### src/rtl/operand_feeder.sv
// operand_feeder
//   Buffers operand bytes in a small FIFO and feeds them, four at a time
//   (A, B, C, X), to a polynomial evaluator. Each operand is strobed with
//   eval_go high for GO_HIGH_CYCLES and then low for GO_LOW_CYCLES. After
//   the fourth operand the block waits for the evaluator result, captures
//   it and pulses res_valid.
//
//   Parameters
//     GO_HIGH_CYCLES  go-high length per operand (1..15)
//     GO_LOW_CYCLES   go-low length after each go-high phase (1..15)
//     FIFO_DEPTH      operand FIFO entries, power of two, >= 2
//
//   Ports
//     Clock, Reset          single clock, synchronous active-high reset
//     in_data/in_valid/in_ready   upstream byte stream (push on valid & ready)
//     eval_data, eval_go    evaluator DataIn / Go
//     eval_result, eval_result_valid   evaluator DataResult / ResultValid
//     res_data, res_valid   captured result and its one-cycle pulse
//     sets_done             completed operand sets (wraps at 256)
//
//   Build option
//     OPERAND_FEEDER_SET_COUNT_EN  when defined, sets_done is a live counter;
//                                  otherwise it is tied to zero.
module operand_feeder #(
    parameter int GO_HIGH_CYCLES = 2,
    parameter int GO_LOW_CYCLES  = 2,
    parameter int FIFO_DEPTH     = 4
) (
    input  logic       Clock,
    input  logic       Reset,
    input  logic [7:0] in_data,
    input  logic       in_valid,
    output logic       in_ready,
    output logic [7:0] eval_data,
    output logic       eval_go,
    input  logic [7:0] eval_result,
    input  logic       eval_result_valid,
    output logic [7:0] res_data,
    output logic       res_valid,
    output logic [7:0] sets_done
);

    localparam int          AW         = $clog2(FIFO_DEPTH);
    localparam logic [AW:0] FULL_COUNT = (AW + 1)'(FIFO_DEPTH);
    localparam logic [3:0]  HI_LAST    = 4'(GO_HIGH_CYCLES - 1);
    localparam logic [3:0]  LO_LAST    = 4'(GO_LOW_CYCLES - 1);

    typedef enum logic [1:0] {
        S_WAIT_OP  = 2'd0,
        S_GO_HI    = 2'd1,
        S_GO_LO    = 2'd2,
        S_WAIT_RES = 2'd3
    } state_t;

    logic [7:0]    fifo_mem [FIFO_DEPTH];
    logic [AW-1:0] wr_ptr_reg, wr_ptr_next;
    logic [AW-1:0] rd_ptr_reg, rd_ptr_next;
    logic [AW:0]   count_reg, count_next;
    state_t        state_reg, state_next;
    logic [7:0]    op_reg, op_next;
    logic [1:0]    op_idx_reg, op_idx_next;
    logic [3:0]    phase_reg, phase_next;
    logic [7:0]    res_data_reg, res_data_next;
    logic          res_valid_reg, res_valid_next;
    logic          push;
    logic          pop;
`ifdef OPERAND_FEEDER_SET_COUNT_EN
    logic [7:0]    sets_done_reg, sets_done_next;
`endif

    assign in_ready  = (count_reg != FULL_COUNT);
    assign eval_data = op_reg;
    // Decoded straight from the state register so the strobe cannot glitch.
    assign eval_go   = (state_reg == S_GO_HI);
    assign res_data  = res_data_reg;
    assign res_valid = res_valid_reg;
`ifdef OPERAND_FEEDER_SET_COUNT_EN
    assign sets_done = sets_done_reg;
`else
    assign sets_done = 8'd0;
`endif

    // Operand storage; the read side is captured into op_reg on the pop edge.
    always_ff @(posedge Clock) begin
        if (push) begin
            fifo_mem[wr_ptr_reg] <= in_data;
        end
    end

    always_comb begin
        push           = in_valid && in_ready;
        pop            = 1'b0;
        state_next     = state_reg;
        op_next        = op_reg;
        op_idx_next    = op_idx_reg;
        phase_next     = phase_reg;
        res_data_next  = res_data_reg;
        res_valid_next = 1'b0;
`ifdef OPERAND_FEEDER_SET_COUNT_EN
        sets_done_next = sets_done_reg;
`endif

        case (state_reg)
            S_WAIT_OP: begin
                // op_idx is held here, so an underrun mid-set just stalls.
                if (count_reg != '0) begin
                    pop        = 1'b1;
                    op_next    = fifo_mem[rd_ptr_reg];
                    phase_next = 4'd0;
                    state_next = S_GO_HI;
                end
            end
            S_GO_HI: begin
                if (phase_reg == HI_LAST) begin
                    phase_next = 4'd0;
                    state_next = S_GO_LO;
                end else begin
                    phase_next = phase_reg + 4'd1;
                end
            end
            S_GO_LO: begin
                if (phase_reg == LO_LAST) begin
                    phase_next  = 4'd0;
                    op_idx_next = op_idx_reg + 2'd1;
                    state_next  = (op_idx_reg == 2'd3) ? S_WAIT_RES : S_WAIT_OP;
                end else begin
                    phase_next = phase_reg + 4'd1;
                end
            end
            S_WAIT_RES: begin
                if (eval_result_valid) begin
                    res_data_next  = eval_result;
                    res_valid_next = 1'b1;
                    op_idx_next    = 2'd0;
                    state_next     = S_WAIT_OP;
`ifdef OPERAND_FEEDER_SET_COUNT_EN
                    sets_done_next = sets_done_reg + 8'd1;
`endif
                end
            end
            default: begin
                state_next = S_WAIT_OP;
            end
        endcase

        wr_ptr_next = push ? wr_ptr_reg + AW'(1) : wr_ptr_reg;
        rd_ptr_next = pop  ? rd_ptr_reg + AW'(1) : rd_ptr_reg;
        case ({push, pop})
            2'b10:   count_next = count_reg + (AW + 1)'(1);
            2'b01:   count_next = count_reg - (AW + 1)'(1);
            default: count_next = count_reg;
        endcase
    end

    always_ff @(posedge Clock) begin
        if (Reset) begin
            wr_ptr_reg    <= '0;
            rd_ptr_reg    <= '0;
            count_reg     <= '0;
            state_reg     <= S_WAIT_OP;
            op_reg        <= 8'd0;
            op_idx_reg    <= 2'd0;
            phase_reg     <= 4'd0;
            res_data_reg  <= 8'd0;
            res_valid_reg <= 1'b0;
        end else begin
            wr_ptr_reg    <= wr_ptr_next;
            rd_ptr_reg    <= rd_ptr_next;
            count_reg     <= count_next;
            state_reg     <= state_next;
            op_reg        <= op_next;
            op_idx_reg    <= op_idx_next;
            phase_reg     <= phase_next;
            res_data_reg  <= res_data_next;
            res_valid_reg <= res_valid_next;
        end
    end

`ifdef OPERAND_FEEDER_SET_COUNT_EN
    always_ff @(posedge Clock) begin
        if (Reset) begin
            sets_done_reg <= 8'd0;
        end else begin
            sets_done_reg <= sets_done_next;
        end
    end
`endif

endmodule
### config.mk
export PLATFORM = sky130hd
export DESIGN_NAME = operand_feeder
export DESIGN_NICKNAME = d
export VERILOG_FILES = /design/src/rtl/operand_feeder.sv
export SDC_FILE = /design/constraint.sdc
export NUM_CORES = 1
export LEC_CHECK = 0
export ABC_CLOCK_PERIOD_IN_PS = 5100
export CAP_MARGIN = 20
export CELL_PAD_IN_SITES_DETAIL_PLACEMENT = 1
export CELL_PAD_IN_SITES_GLOBAL_PLACEMENT = 1
export CORE_MARGIN = 2
export CORE_UTILIZATION = 45
export CTS_BUF_LIST = sky130_fd_sc_hd__clkbuf_16
export CTS_CLUSTER_DIAMETER = 30
export CTS_CLUSTER_SIZE = 8
export DETAILED_ROUTE_END_ITERATION = 8
export PLACE_DENSITY = 0.82
export SLEW_MARGIN = 20
export SYNTH_ARGS = -nofsm -noshare
export SYNTH_HDL_FRONTEND = slang
export SYNTH_SLANG_ARGS = --single-unit
### constraint.sdc
create_clock -name Clock -period 5.1 [get_ports Clock]
set_input_delay 1.53 -clock Clock [delete_from_list [all_inputs] [get_ports Clock]]
set_output_delay 1.53 -clock Clock [all_outputs]
set_load 0.01 [all_outputs]
Word level (Yosys, flattened, before mapping):

Memory sizes are Yosys's and may differ from the RTL's. A register that Yosys moved wholly into a read port is not among the register bits.
Cells that the tools add are included.

* register bits after elaboration: 24
* RAM bits: 32
* output and inout port bits: 27
* input bits: 20
* word-level logic and storage cells: 58
* memories: 1

Memories
* fifo_mem: depth 4, width 8, rd ports 1, clocked after Yosys merged registers in 1, wr ports 1, RTL line 55 `logic [7:0] fifo_mem [FIFO_DEPTH];`

* mux-type cells: 17
* add/sub/neg operators: 6
* reduce and logical (&&, ||, !) cells: 13
* equal/unequal tests: 12
* bitwise gates (word level): 1

Operator list (count)
* $mux 2: 6
* $eq 2x2->1 const B: 4
* $mux 4: 2
* $pmux 2 s4: 1
* $pmux 4 s2: 1
* $add 2x1->2 const B: 3
* $ne 2x2->1 const B: 3
* $pmux 3 s2: 1
* $reduce_and 2->1: 3
* $reduce_bool 2->1: 3
* $mux 1: 5
* $add 4x1->4 const B: 1
* $eq 2x1->1 const B: 2
* $eq 4x1->1 const B: 1
* $pmux 2 s2: 1
* $reduce_and 4->1: 1
* $reduce_or 2->1: 2
* $add 3x1->3 const B: 1
* $ne 3x3->1 const B: 1
* $reduce_and 3->1: 1
* $reduce_bool 3->1: 1
* $sub 3x1->3 const B: 1
* $logic_not 2->1: 1
* $ne 2x1->1 const B: 1
* other kinds (2): 2

Longest topological paths before layout:

* depth in word-level cells: 5
* depth in mapped cells: 11
* depth with buffers taken out: 10

Worst setup path after synthesis:

OpenSTA, ideal clock, no wires.

* path kind: in2reg
* start point: input in_valid
* end point: register count_reg[2]
* setup slack: 2135 ps
* data required time: 5030 ps
* path buffers: 1
* arrival time: 2895 ps
* setup time: 70 ps
* cell stages on the path: 8
* cell sequence: buf_1 nand2_1 ha_1 inv_1 fa_1 xor2_1 or3_1 a21oi_1

* longest elaborated chain between the ends: 3
* elaborated cells on any way between the ends: 5
* classes of those cells: eq/ne: 2; mux: 1; reduce/logical: 2

Ends and longest elaborated chain
* from (decl): RTL line 32 `input logic in_valid,`
* $logic_and 1x1->1 (*): RTL line 91 `push = in_valid && in_ready;`
* $eq 2x1->1 / $eq 2x2->1 (equally long branches): RTL line 148 `case ({push, pop})`
* $pmux 3 s2 / $reduce_bool 2->1 (equally long branches)
* to (signal assigned): RTL line 169 `count_reg <= count_next;`
* to (decl): RTL line 58 `logic [AW:0] count_reg, count_next;`

Every way passes the cells marked *; elsewhere a longest branch is shown, timed or not.
A chain may end at the register's enable or synchronous reset.

Final worst setup path:

* start point: register count_reg[2]
* end point: output in_ready

* longest elaborated chain between the ends: 1

Ends and longest elaborated chain
* $ne 3x3->1: RTL line 71 `assign in_ready = (count_reg != FULL_COUNT);`
* to (decl): RTL line 33 `output logic in_ready,`

Every way passes these cells.

==> flow_results.org <==
** Clock network
- Clock Path Buffers :: 2
- The number of hold buffers added after CTS was 0.
- Counting every sink on the clock net gives 64.
- Root buffer selected by CTS :: sky130_fd_sc_hd__clkbuf_16
- TritonCTS built the clock tree.
- Worst skew pair latency :: 0.33 ns
- After clock tree synthesis, the clock-pin slew on the worst setup and hold paths is 0.06 ns.
- Counting the buffers created by CTS gives 9.
- After clock tree synthesis, the repair step resized 0 gates.
- Number of buffers inserted to repair setup after CTS :: 0
- Number of levels the H-tree was split into :: 3

** Power
- Part of the power in registers :: 0.374
- In this run the power spent charging and discharging nets is about 600 µW.
- Of the total power, the share spent switching nets is 0.3173.
- Of the total power, combinational logic draws 0.300.
- For this design the ratio of total power to cell area is 532.8 nW/µm².
- Power share of the clock group :: 0.326
- Max rail drop VDD :: 0.0003705 V
- Summed over all cells, the static leakage comes to 0.001226 µW.
- Cell internal power dissipation :: 1265 µW

** Critical path
- Of all nets on the critical path, the largest fanout is 10.
- Element type at the critical path end :: output pin
- Launching element type of the critical path :: flip-flop
- STA puts the critical path data required time at approximately 3.6 ns.
- At the worst endpoint, the arrival time is around 1.8 ns.
- The worst setup path is of the reg2out kind.

** Global routing
- The layer flagged by global routing as most heavily used is met2.
- Entering global routing, the biggest net connects 21 pins.
- Global routing finished with a remaining overflow of 0.
- GR met3 Demand/Resource :: 0.04239
- The number of antenna violations at the first check in global routing was 0.
- The number of global-route vias before repair is 1,922.
- Fraction of met1 tracks used by global routing :: 0.2274
- Wire length of the first global-routing pass :: 9225 µm
- For this run, global-route usage on met2 was measured as 0.3097.
- Overall global routing resource usage :: 0.1891

** Logic synthesis
- Flops & latches, synth :: 64
- Most used flip-flop cell after synthesis :: sky130_fd_sc_hd__edfxtp_1
- In the synthesized netlist, the number of instances is between 200 and 250.
- Count of flip-flops with a built-in enable after synthesis :: 32
- Number of distinct library cells after synthesis :: 42
- Syn_area_per_cell :: between 10 and 15 µm²
- The commonest cells after synthesis are sky130_fd_sc_hd__dfxtp_1 (32), sky130_fd_sc_hd__edfxtp_1 (32), sky130_fd_sc_hd__nand2_1 (28).
- In this run the cell area of the synthesized design comes to 2771 µm².
- The share of synthesized area in the top cell type comes to 0.3467.
- Ys Warns :: 0
- Sequential cell area fraction in the yosys report :: 0.5779
- Synth async-reset ratio :: 0
- The synthesized design spends more area on one cell type than any other, namely sky130_fd_sc_hd__edfxtp_1.
- Sorting the synthesized cells by area gives the leading types as sky130_fd_sc_hd__edfxtp_1 (35%), sky130_fd_sc_hd__dfxtp_1 (23%), sky130_fd_sc_hd__mux4_2 (6.5%).

** Layout
- After the last flow step, the layout net total stands at between 300 and 400.
- In the final layout, the share of cells above drive strength 1 is 0.1079.
- Area overhead of the layout relative to synthesis :: 25.46%
- The register with the most flip-flops in the layout has 32 of them.
- Antenna cells :: 0

** Timing
- Slew at the pin closest to its max-slew limit :: 0.7703 ns
- The final max-slew violation count was 0.
- For the finished layout, the period the worst path requires is 3.306 ns.
- In the final timing run, aggregate negative setup slack is 0 ns.
- Final critical-path share of the clock period :: 0.6482
- Fin Hold WS :: 0.4596 ns
- Between clock sinks in the finished design, the worst skew comes to ~0.0036 ns.
- Relative slew slack :: 0.4849
- Setup repair after global routing left no endpoint under its margin.
- Setup Viol. Count Final :: 0
- Maximum operating frequency :: about 300 MHz
- Final Hold Violating Endpoints :: 0

** Min path
- The tightest min-delay check is of the reg2reg type.

** Detailed routing
- Once detail routing completed, the nets flagged for antenna violations numbered 0.
- After the first detailed-routing iteration, the DRC count stood at 61.
- Routed wire per std cell :: roughly 17 µm
- Total number of vias :: 1,884
- Drt total wl :: around 5800 µm
- Via-per-instance ratio :: between 5 and 6
- TritonRoute pass-1 iters :: 4
- Drc violations :: 0

** Floorplan
- The core region is 5921 µm².
- Effective utilization at floorplan :: 0.4681
- During I/O placement, the number of pins put on the boundary was between 40 and 50.
- From left edge to right edge, the die measures 82.48 µm.
- From bottom edge to top edge, the die measures 82.48 µm.
- The die covers roughly 6800 µm².
- The floorplan has 28 rows.

** Placed design
- Buffers placed on the I/O ports in this run total 38.
- Detailed placement finished with a half-perimeter wire length of between 4000 and 5000 µm.
- The congestion estimate from routability-driven global placement came to 0.7059.

** Run status
- Outcome :: complete, no violations

** Flow run
- The tool flagged a number of max-cap violations equal to 0.
-- power groups by stage --
stage          combinational [µW]  clock (µW)  sequential (µW)
2_1_floorplan                 400           0              676
3_3_place_gp                  535           0              699
3_5_place_dp                  558           0              705
4_1_cts                       562         615              695
5_1_grt                       622         634              706
6_report                      556         603              694
-- stage by stage --
step	util	instance area, µm²	instances	setup WS, ns	total power [µW]
finish	0.5873	3477	353	1.794	1853
global route	0.5873	3477	353	1.724	1962
floorplan	-	2798	241	2.135	1076
detailed placement	0.5374	3182	337	1.618	1262
global placement	0.5374	3182	337	1.663	1234
CTS	0.5873	3477	353	1.775	1871
-- placed cells by master, fill, tap and decap left out, drive strengths merged, types with 2 or more instances in the layout --
master	netlist	routed
clkdlybuf4s50	0	38
dfxtp	32	32
edfxtp	32	32
nand2	28	28
a21oi	24	24
inv	15	17
nand3	14	14
ha	13	13
nor2	9	9
clkbuf	6	9
mux4	8	8
conb	1	8
and3	4	4
o21ai	3	3
or3	3	3
o32ai	3	3
o31ai	2	2
a21o	2	2
a211oi	2	2
xor2	2	2
clkinv	0	2
clkinvlp	0	2
buf	13	2
or3b	2	2
o211ai	2	2
-- final cells by class --
cell class / count / area (µm²)
Sequential cell: 64 / 1602
Timing Repair Buffer: 40 / 395.4
Inverter: 15 / 56.30
Tap cell: 75 / 93.84
Clock buffer: 9 / 225.2
Fill cell: 614 / 2444
Multi-Input combinational cell: 143 / 1035
Clock inverter: 7 / 70.07
-- critical path, cell delays in order, from the launching register on --
cell	delay, ns
sky130_fd_sc_hd__dfxtp_1	0.39
sky130_fd_sc_hd__or3b_1	0.52
sky130_fd_sc_hd__clkdlybuf4s50_1	0.54
-- cells by family (layout without fill, tap and decap cells) --
group / Yosys count / after routing / share of synthesized area
AOI/OAI and AO/OA: 42 / 42 / 0.09707
xor gates and xnor gates: 3 / 3 / 0.009483
adders and majority gates: 14 / 14 / 0.06592
buffers and inverters: 34 / 71 / 0.05824
DFF: 64 / 64 / 0.5779
muxes: 10 / 10 / 0.07404
other: 1 / 8 / 0.001353
and+or+nand+nor: 66 / 66 / 0.1160
-- layer usage --
layer | part of all wire | up-vias
li1 | - | 905
met1 | 0.44 | 923
met2 | 0.50 | 40
met3 | 0.034 | 16
met4 | 0.027 | 0
met5 | 0 | -
-- final timing paths --
check                         endpoint                 startpoint  slack (ns)  cells past startpoint
max                           in_ready  count_reg[2]$_SDFFE_PP0P_        1.79                      2
min reg2reg   res_data[1]$_SDFFE_PP0P_   res_data[1]$_SDFFE_PP0P_        0.46                      2
min           res_data[1]$_SDFFE_PP0P_   res_data[1]$_SDFFE_PP0P_        0.46                      2
max reg2reg  count_reg[2]$_SDFFE_PP0P_  state_reg[1]$_SDFFE_PP0P_        2.59                     11
(Power assumes the default switching activity.)
